## src/rtl/fifo_arbiter.sv

```systemverilog
// Four-to-one scheduler draining four class FIFOs into one egress FIFO.
// Define FIFO_ARB_STRICT_PRIO_EN for strict lowest-index priority instead of round-robin.
module fifo_arbiter #(
  parameter int tamano_datos = 10
) (
  input  logic                      clk,
  input  logic                      reset,
  input  logic [3:0]                in_empty,
  input  logic [3:0]                in_almost_empty,
  input  logic [3:0]                in_error,
  input  logic [4*tamano_datos-1:0] in_data,
  output logic [3:0]                in_read_enable,
  input  logic                      out_full,
  input  logic                      out_almost_full,
  output logic                      out_write_enable,
  output logic [tamano_datos-1:0]   out_data,
  output logic [1:0]                grant,
  output logic [1:0]                state,
  output logic                      error
);

  typedef enum logic [1:0] {
    IDLE   = 2'b00,
    ACTIVE = 2'b01,
    HOLD   = 2'b10,
    ERR    = 2'b11
  } state_t;

  state_t     state_q, nxt;
  logic [1:0] last;
  logic [1:0] grant_d;
  logic       pop_d;
  logic [3:0] eligible;
  logic       any_elig;
  logic       err_cond;
  logic [1:0] sel;
  logic [1:0] idx;

  // A FIFO whose last word is being popped right now must not be popped again.
  always_comb begin
    eligible = ~in_empty & ~(in_almost_empty & in_read_enable);
    any_elig = |eligible;
    err_cond = (|in_error) | (out_full & (pop_d | out_write_enable));
  end

`ifdef FIFO_ARB_STRICT_PRIO_EN
  always_comb begin
    sel = 2'd0;
    idx = 2'd0;
    for (int i = 3; i >= 0; i--) begin
      if (eligible[i]) sel = 2'(i);
    end
  end
`else
  // Walk last+4 down to last+1 so the nearest eligible index after last wins.
  always_comb begin
    sel = last;
    idx = last;
    for (int k = 4; k >= 1; k--) begin
      idx = last + 2'(k);
      if (eligible[idx]) sel = idx;
    end
  end
`endif

  always_comb begin
    nxt = state_q;
    case (state_q)
      IDLE:    if (any_elig) nxt = out_almost_full ? HOLD : ACTIVE;
      ACTIVE:  if (out_almost_full) nxt = HOLD;
               else if (!any_elig) nxt = IDLE;
      HOLD:    if (!out_almost_full) nxt = any_elig ? ACTIVE : IDLE;
      default: nxt = ERR;
    endcase
  end

  always_ff @(posedge clk) begin
    if (reset) begin
      state_q          <= IDLE;
      in_read_enable   <= 4'b0000;
      grant            <= 2'd0;
      grant_d          <= 2'd0;
      last             <= 2'd3;
      pop_d            <= 1'b0;
      out_write_enable <= 1'b0;
      out_data         <= '0;
      error            <= 1'b0;
    end else if (err_cond || state_q == ERR) begin
      // Error is sticky until reset; words still in the pipe are discarded.
      state_q          <= ERR;
      error            <= 1'b1;
      in_read_enable   <= 4'b0000;
      pop_d            <= 1'b0;
      out_write_enable <= 1'b0;
    end else begin
      state_q <= nxt;
      if (nxt == ACTIVE) begin
        in_read_enable <= 4'b0001 << sel;
        grant          <= sel;
        last           <= sel;
      end else begin
        in_read_enable <= 4'b0000;
      end
      pop_d            <= |in_read_enable;
      grant_d          <= grant;
      out_write_enable <= pop_d;
      if (pop_d) out_data <= in_data[grant_d*tamano_datos +: tamano_datos];
    end
  end

  assign state = state_q;

endmodule

```

## config.mk

```make
export PLATFORM = sky130hd
export DESIGN_NAME = fifo_arbiter
export DESIGN_NICKNAME = d
export VERILOG_FILES = /design/src/rtl/fifo_arbiter.sv
export SDC_FILE = /design/constraint.sdc
export NUM_CORES = 1
export LEC_CHECK = 0
export CORE_MARGIN = 2
export CORE_UTILIZATION = 35
export CTS_CLUSTER_DIAMETER = 30
export DETAILED_ROUTE_END_ITERATION = 8
export GPL_TIMING_DRIVEN = 0
export HOLD_SLACK_MARGIN = 0.03
export PLACE_DENSITY = 0.85
export SYNTH_ARGS = -nofsm -noshare
export SYNTH_HDL_FRONTEND = slang
export SYNTH_SLANG_ARGS = --single-unit
```

## constraint.sdc

```tcl
create_clock -name clk -period 3.3 [get_ports clk]
set_input_delay 0.66 -clock clk [delete_from_list [all_inputs] [get_ports clk]]
set_output_delay 0.66 -clock clk [all_outputs]
set_load 0.02 [all_outputs]
```

; ---- Word-level counts from Yosys, hierarchy flattened
; Index checks and enable logic that the tools add are counted.
[totals]
output_inout_bits = 20
word_cells = 57
input_bits = 56
regBits = 25
[classes]
shifts = 2
n_eq_ne = 4
n_lt_le_gt_ge = 3
bitwise = 9
multipliers = 1
muxes = 17
n_addsub = 3
n_reduce_logical = 9
[op_table]
columns = op, n
row1 = 40-bit by 7-bit indexed part select with 10-bit output, 1
row2 = 2-bit two-way mux, 9
row3 = 4-bit OR reduction, 3
row4 = 2-bit by 3-bit less-than comparator with 1-bit output (second input constant), 3
row5 = 4-bit AND, 2
row6 = 4-bit inverter, 2
row7 = 1-bit binary-select mux with 2-bit select, 3
row8 = 2-bit case mux with 3 select lines, 1
row9 = 2-bit by 3-bit multiplier with 5-bit output (second input constant), 1
row10 = 2-bit adder (second input constant), 2
row11 = 2-bit by 1-bit equality test with 1-bit output (second input constant), 2
row12 = 2-bit equality test (second input constant), 2
row13 = 1-bit two-way mux, 4
row14 = 2-bit AND reduction, 2
row15 = 1-bit by 2-bit << shifter with 4-bit output (first input constant), 1
row16 = 3-bit OR reduction, 1
row17 = 2-bit by 1-bit adder with 2-bit output (second input constant), 1
row18 = 2-bit zero test, 1
row19 = 1-bit inverter, 2
row20 = 1-bit OR, 2
row21 = 2-bit OR reduction, 1
row22 = 1-bit AND, 1
row23 = 1-bit logical OR, 1

; ---- Longest topological paths before layout
; Gate-level depths: netlist of run 1.
[logic_depth]
ltp_word = 10
depth_mapped = 5
ltp_nobuf = 4

; ---- Least setup slack after synthesis of run 1
; OpenSTA, ideal clock, no wires.
[synth_path]
kind = input port to flip-flop
start = in in_error[1]
end = reg out_data[4]
setup_slack_ns = 1.730
cell_stages = 5
n_path_buf = 1
t_arrival_ns = 1.443
setup_time_ns = 0.128
t_required_ns = 3.172
cell_sequence = nor4_4 nand4b_1 buf_2 mux2i_1 nor2_1
[synth_via]
elab_chain_len = 5
[synth_rtl]
columns = item, line_no
row1 = start: declaration, 10  ; input logic [3:0] in_error,
row2 = 4-bit OR reduction, 43  ; err_cond = (|in_error) | (out_full & (pop_d | out_write_enable));
row3 = 1-bit OR, 43
row4 = 1-bit logical OR, 88  ; end else if (err_cond || state_q == ERR) begin
row5 = 1-bit inverter (no source line), -
row6 = 2-bit AND reduction (no source line), -
row7 = end signal: assignment, 107  ; if (pop_d) out_data <= in_data[grant_d*tamano_datos +: tamano_datos];
row8 = end: declaration, 16  ; output logic [tamano_datos-1:0] out_data,
; No other way between the ends.
; A chain may end at the register's enable or synchronous reset.

; ---- Worst setup path in the final report of run 1
[layout_path]
start = reg in_read_enable[1]
end = out in_read_enable[1]
[layout_rtl]
columns = item, line_no
row1 = start: declaration, 12  ; output logic [3:0] in_read_enable,
row2 = start signal: assignment, 98  ; in_read_enable <= 4'b0001 << sel;
; No word-level cell between the ends.

==> flow_metrics.tcl, run 1 <==
set metrics [dict create \
    rows 22 \
    max_freq_mhz 494.9 \
    stdcell_count 245 \
    path_depth 1 \
    fin_skew_ns 0.005835 \
    via_per_inst 5.110 \
    arrival_ns 1.36 \
    clkPwrFrac_pct 29.5 \
    avgSynthCellArea_um2 11.04 \
    power_density_nw_per_um2 280.9 \
    synth_area_um2 1302 \
    endpoint "in_read_enable[1]" \
    cp-end-kind "output pin" \
    drive_above_1_share_pct 13.20 \
    crit_fanout 5 \
    net-switching-power_uw 134.8 \
    coreArea_um2 3606 \
    post_cts_buffers 0 \
    reg2reg_from "grant_d[1]" \
    rr_endpoint "out_data[8]" \
    initial_core_util_pct 36.12 \
    clock_sinks 25 \
    antenna_found_initial 0 \
    finalNetCount 254 \
    postSynthCellCount 118 \
    seq_power_share_pct 50.7 \
    power.share.switching_pct 22.23 \
    place_congestion 0.7889 \
    tns_ns 0 \
    worst_pin_slew_ns 0.5877 \
    min_period_ns 2.021 \
    port_buffers 75 \
    mostFrequentLayoutCell "clkdlybuf4s50_1" \
    cap_violations 0 \
    p_leak_uw 0.0008274 \
    period_share_pct 61.24 \
    critPathLaunchType "register" \
    grt_pass1_vias 1211 \
    setup_slack_ns 1.279 \
    yosys-mux-area-fraction_pct 24.98 \
    slew_headroom_pct 60.82 \
    synth-seq-cells 25 \
    cts_tree "built" \
    cts_buffers 3 \
    antenna_cells 0 \
    ys_seq_area_share_pct 38.42 \
    syn_nets 174 \
    h-tree-depth 1 \
    synth-xor-area-share_pct 0 \
    max-clock-path-buffers 2 \
    cts.reportedPaths.clkPinSlew_ns 0.09 \
    drt_iter0_markers 34 \
    critPathBufInv 1 \
    outcome "finished, final reports clean" \
    grt_max_degree 14 \
    synth_compound_area_share_pct 18.35 \
    intPower_uw 471.5 \
    clk-insertion-delay-late_ns 0.26 \
    grt_pass1_wl_um 5478 \
    layout_common_cells "75 x clkdlybuf4s50_1, 25 x dfxtp_1, 14 x nor2_1" \
    grt_usage_pct 16.68 \
    slew_violations 0 \
    synth_cell_type_count 38 \
    drtAntennaViolNets 0 \
    critPathSlowestCell "clkdlybuf4s50_1" \
    hold_violations 0 \
    dieArea_um2 4226 \
    setup_viol_count_final 0 \
    dp_hpwl_um 2879 \
    whs_ns 0.4773 \
    die_w_um 65.01 \
    dr.pass1.iters 4 \
    ctsResizeCount 0 \
    die_h_um 65.01 \
    clk_root_buffer_cell "clkbuf_8" \
    synth_simple_gate_area_share_pct 14.99 \
    num_io_pins 76 \
    grt-ovfl-total 0 \
    rsz0062_at_grt "no" \
    fillers 309 \
    ys_warn_count 0 \
    cts_hold_buf 0 \
    post-place-ws_ns 1.043 \
    utilization_pct 59.85 \
    rrSetupSlack_ns 1.78 \
    worstPathCellList "clkdlybuf4s50_1" \
    ir_worst_vdd_uv 144.5 \
    synth-adder-area-share_pct 0 \
    cp.required_ns 2.64 \
    area.growth.synth_to_final_pct 65.71 \
    crit_family "buffers and inverters" \
    drt-total-wl_um 3583 \
    slowest_delay_ns 0.65 \
    drc_errors 0 \
    r2r_cells 4 \
    wl_per_cell_um 14.62 \
    dp.cells 241 \
    hold_class "register to register" \
    setup.worst_path.start "in_read_enable[1]" \
    synth_top_family_by_area "multiplexers" \
    combPwrFrac_pct 19.8 \
    criticalPathCategory "register to output pin" \
    dr_total_vias 1252 \
]
worst reg2reg max path: cells and delay by family (launching register included):
kind,cells,cell delay (ns)
muxes,2,0.56
buffers and inverters,1,0.46
DFF,1,0.34
and+or+nand+nor,1,0.05
cell families (layout without fill, tap and decap cells):
| group | Yosys count | after routing |
|---|---|---|
| buffers and inverters | 8 | 87 |
| and+or+nand+nor | 35 | 35 |
| muxes | 20 | 20 |
| DFF | 25 | 25 |
| AOI/OAI and AO/OA | 30 | 30 |
cell type report:
| type | count | area (µm²) | area share, % |
|---|---|---|---|
| Buffer | 6 | 35.03 | 1.623 |
| Clock buffer | 4 | 45.04 | 2.087 |
| Inverter | 2 | 7.507 | 0.3478 |
| Multi-Input combinational cell | 85 | 759.5 | 35.19 |
| Sequential cell | 25 | 500.5 | 23.19 |
| Tap cell | 48 | 60.06 | 2.783 |
| Timing Repair Buffer | 75 | 750.7 | 34.78 |
how the worst min path moves through the flow:
stage / startpoint / to / slack (ns) / cells past startpoint
finish: error / error / 0.48 / 2
global route: error / error / 0.50 / 2
CTS: error / error / 0.49 / 2
detailed placement: error / error / 0.46 / 2
global placement: error / error / 0.45 / 2
floorplan: pop_d / out_write_enable / 0.50 / 1
metal layers:
| layer | share of wire (%) | track usage (%) | wire length, µm | vias up |
|---|---|---|---|---|
| li1 | - | - | - | 612 |
| met1 | 43 | 21.18 | 1538 | 606 |
| met2 | 52 | 27.96 | 1873 | 30 |
| met3 | 3.4 | 2.257 | 121 | 4 |
| met4 | 1.4 | 7.713 | 51 | 0 |
| met5 | 0 | 0 | 0 | - |
synthesized netlist by cell type (all sizes together):
cell / number / area (µm²)
nand2: 6 / 22.52
nand4: 1 / 6.260
a221oi: 1 / 15.01
nand3: 2 / 15.01
a211oi: 2 / 15.01
o211a: 1 / 10.01
a21oi: 10 / 53.80
nand3b: 1 / 7.510
nand4b: 1 / 8.760
dfxtp: 25 / 500.5
o31ai: 1 / 7.510
a21o: 5 / 40.04
o211ai: 1 / 7.510
o21ai: 2 / 10.01
buf: 3 / 23.77
a31oi: 1 / 6.260
mux2i: 10 / 100.1
nor4: 2 / 27.53
a41oi: 1 / 27.53
nor3: 3 / 20.02
a2111oi: 1 / 15.01
nor2: 14 / 52.55
a41o: 1 / 10.01
clkbuf: 3 / 11.26
and3: 3 / 20.02
nor3b: 2 / 15.01
a22oi: 2 / 15.01
o22ai: 1 / 6.260
mux4: 10 / 225.2
inv: 2 / 7.510
through the flow:
stage | total power (µW) | area (µm²)
final | 606.3 | 2158
after global placement | 431.6 | 2113
after detailed placement | 434.1 | 2113
after global routing | 633.8 | 2158
after floorplan | 353.2 | 1303
after CTS | 609.3 | 2158
sequential cells by signal (all words and copies together) (netlist names):
name	count
error	1
out_data	10
grant	2
state	2
last	2
out_write_enable	1
pop_d	1
grant_d	2
in_read_enable	4
power by group through the flow:
stage | Sequential (µW) | Clock [µW] | Combinational [µW]
after global placement | 315 | 0 | 117
after CTS | 308 | 182 | 120
after global routing | 308 | 199 | 127
after detailed placement | 315 | 0 | 119
final | 308 | 179 | 120
after floorplan | 318 | 0 | 35.5
Power figures use the tool's default switching activity.
==> run 2, diff against run 1 <==
- clock period: 3.3 -> 1.9 ns (I/O delays scaled with it)
==> results of run 2 <==
The final DEF is identical to that of run 1. Status: finished, final reports clean.
Main changes from that run: setup slack after placement 1.043 ns -> -0.07750 ns; setup slack after layout 1.279 ns -> 0.1592 ns; register-to-register setup slack 1.78 ns -> 0.38 ns; total power 606.3 µW -> 1053 µW; worst IR drop on VDD 144.5 µV -> 250.9 µV
==> run 3, diff against run 2 <==
==> constraint.sdc (replaced) <==
create_clock -name clk -period 1.9 [get_ports clk]
set_input_delay 0.285 -clock clk [delete_from_list [all_inputs] [get_ports clk]]
set_output_delay 0.285 -clock clk [all_outputs]
set_load 0.02 [all_outputs]
==> results of run 3 <==
The final DEF is identical to that of run 1. Status: finished, final reports clean.
Main changes from that run: setup slack after placement 1.043 ns -> 0.01750 ns; setup slack after layout 1.279 ns -> 0.2542 ns; register-to-register setup slack 1.78 ns -> 0.38 ns; total power 606.3 µW -> 1053 µW; worst IR drop on VDD 144.5 µV -> 250.9 µV
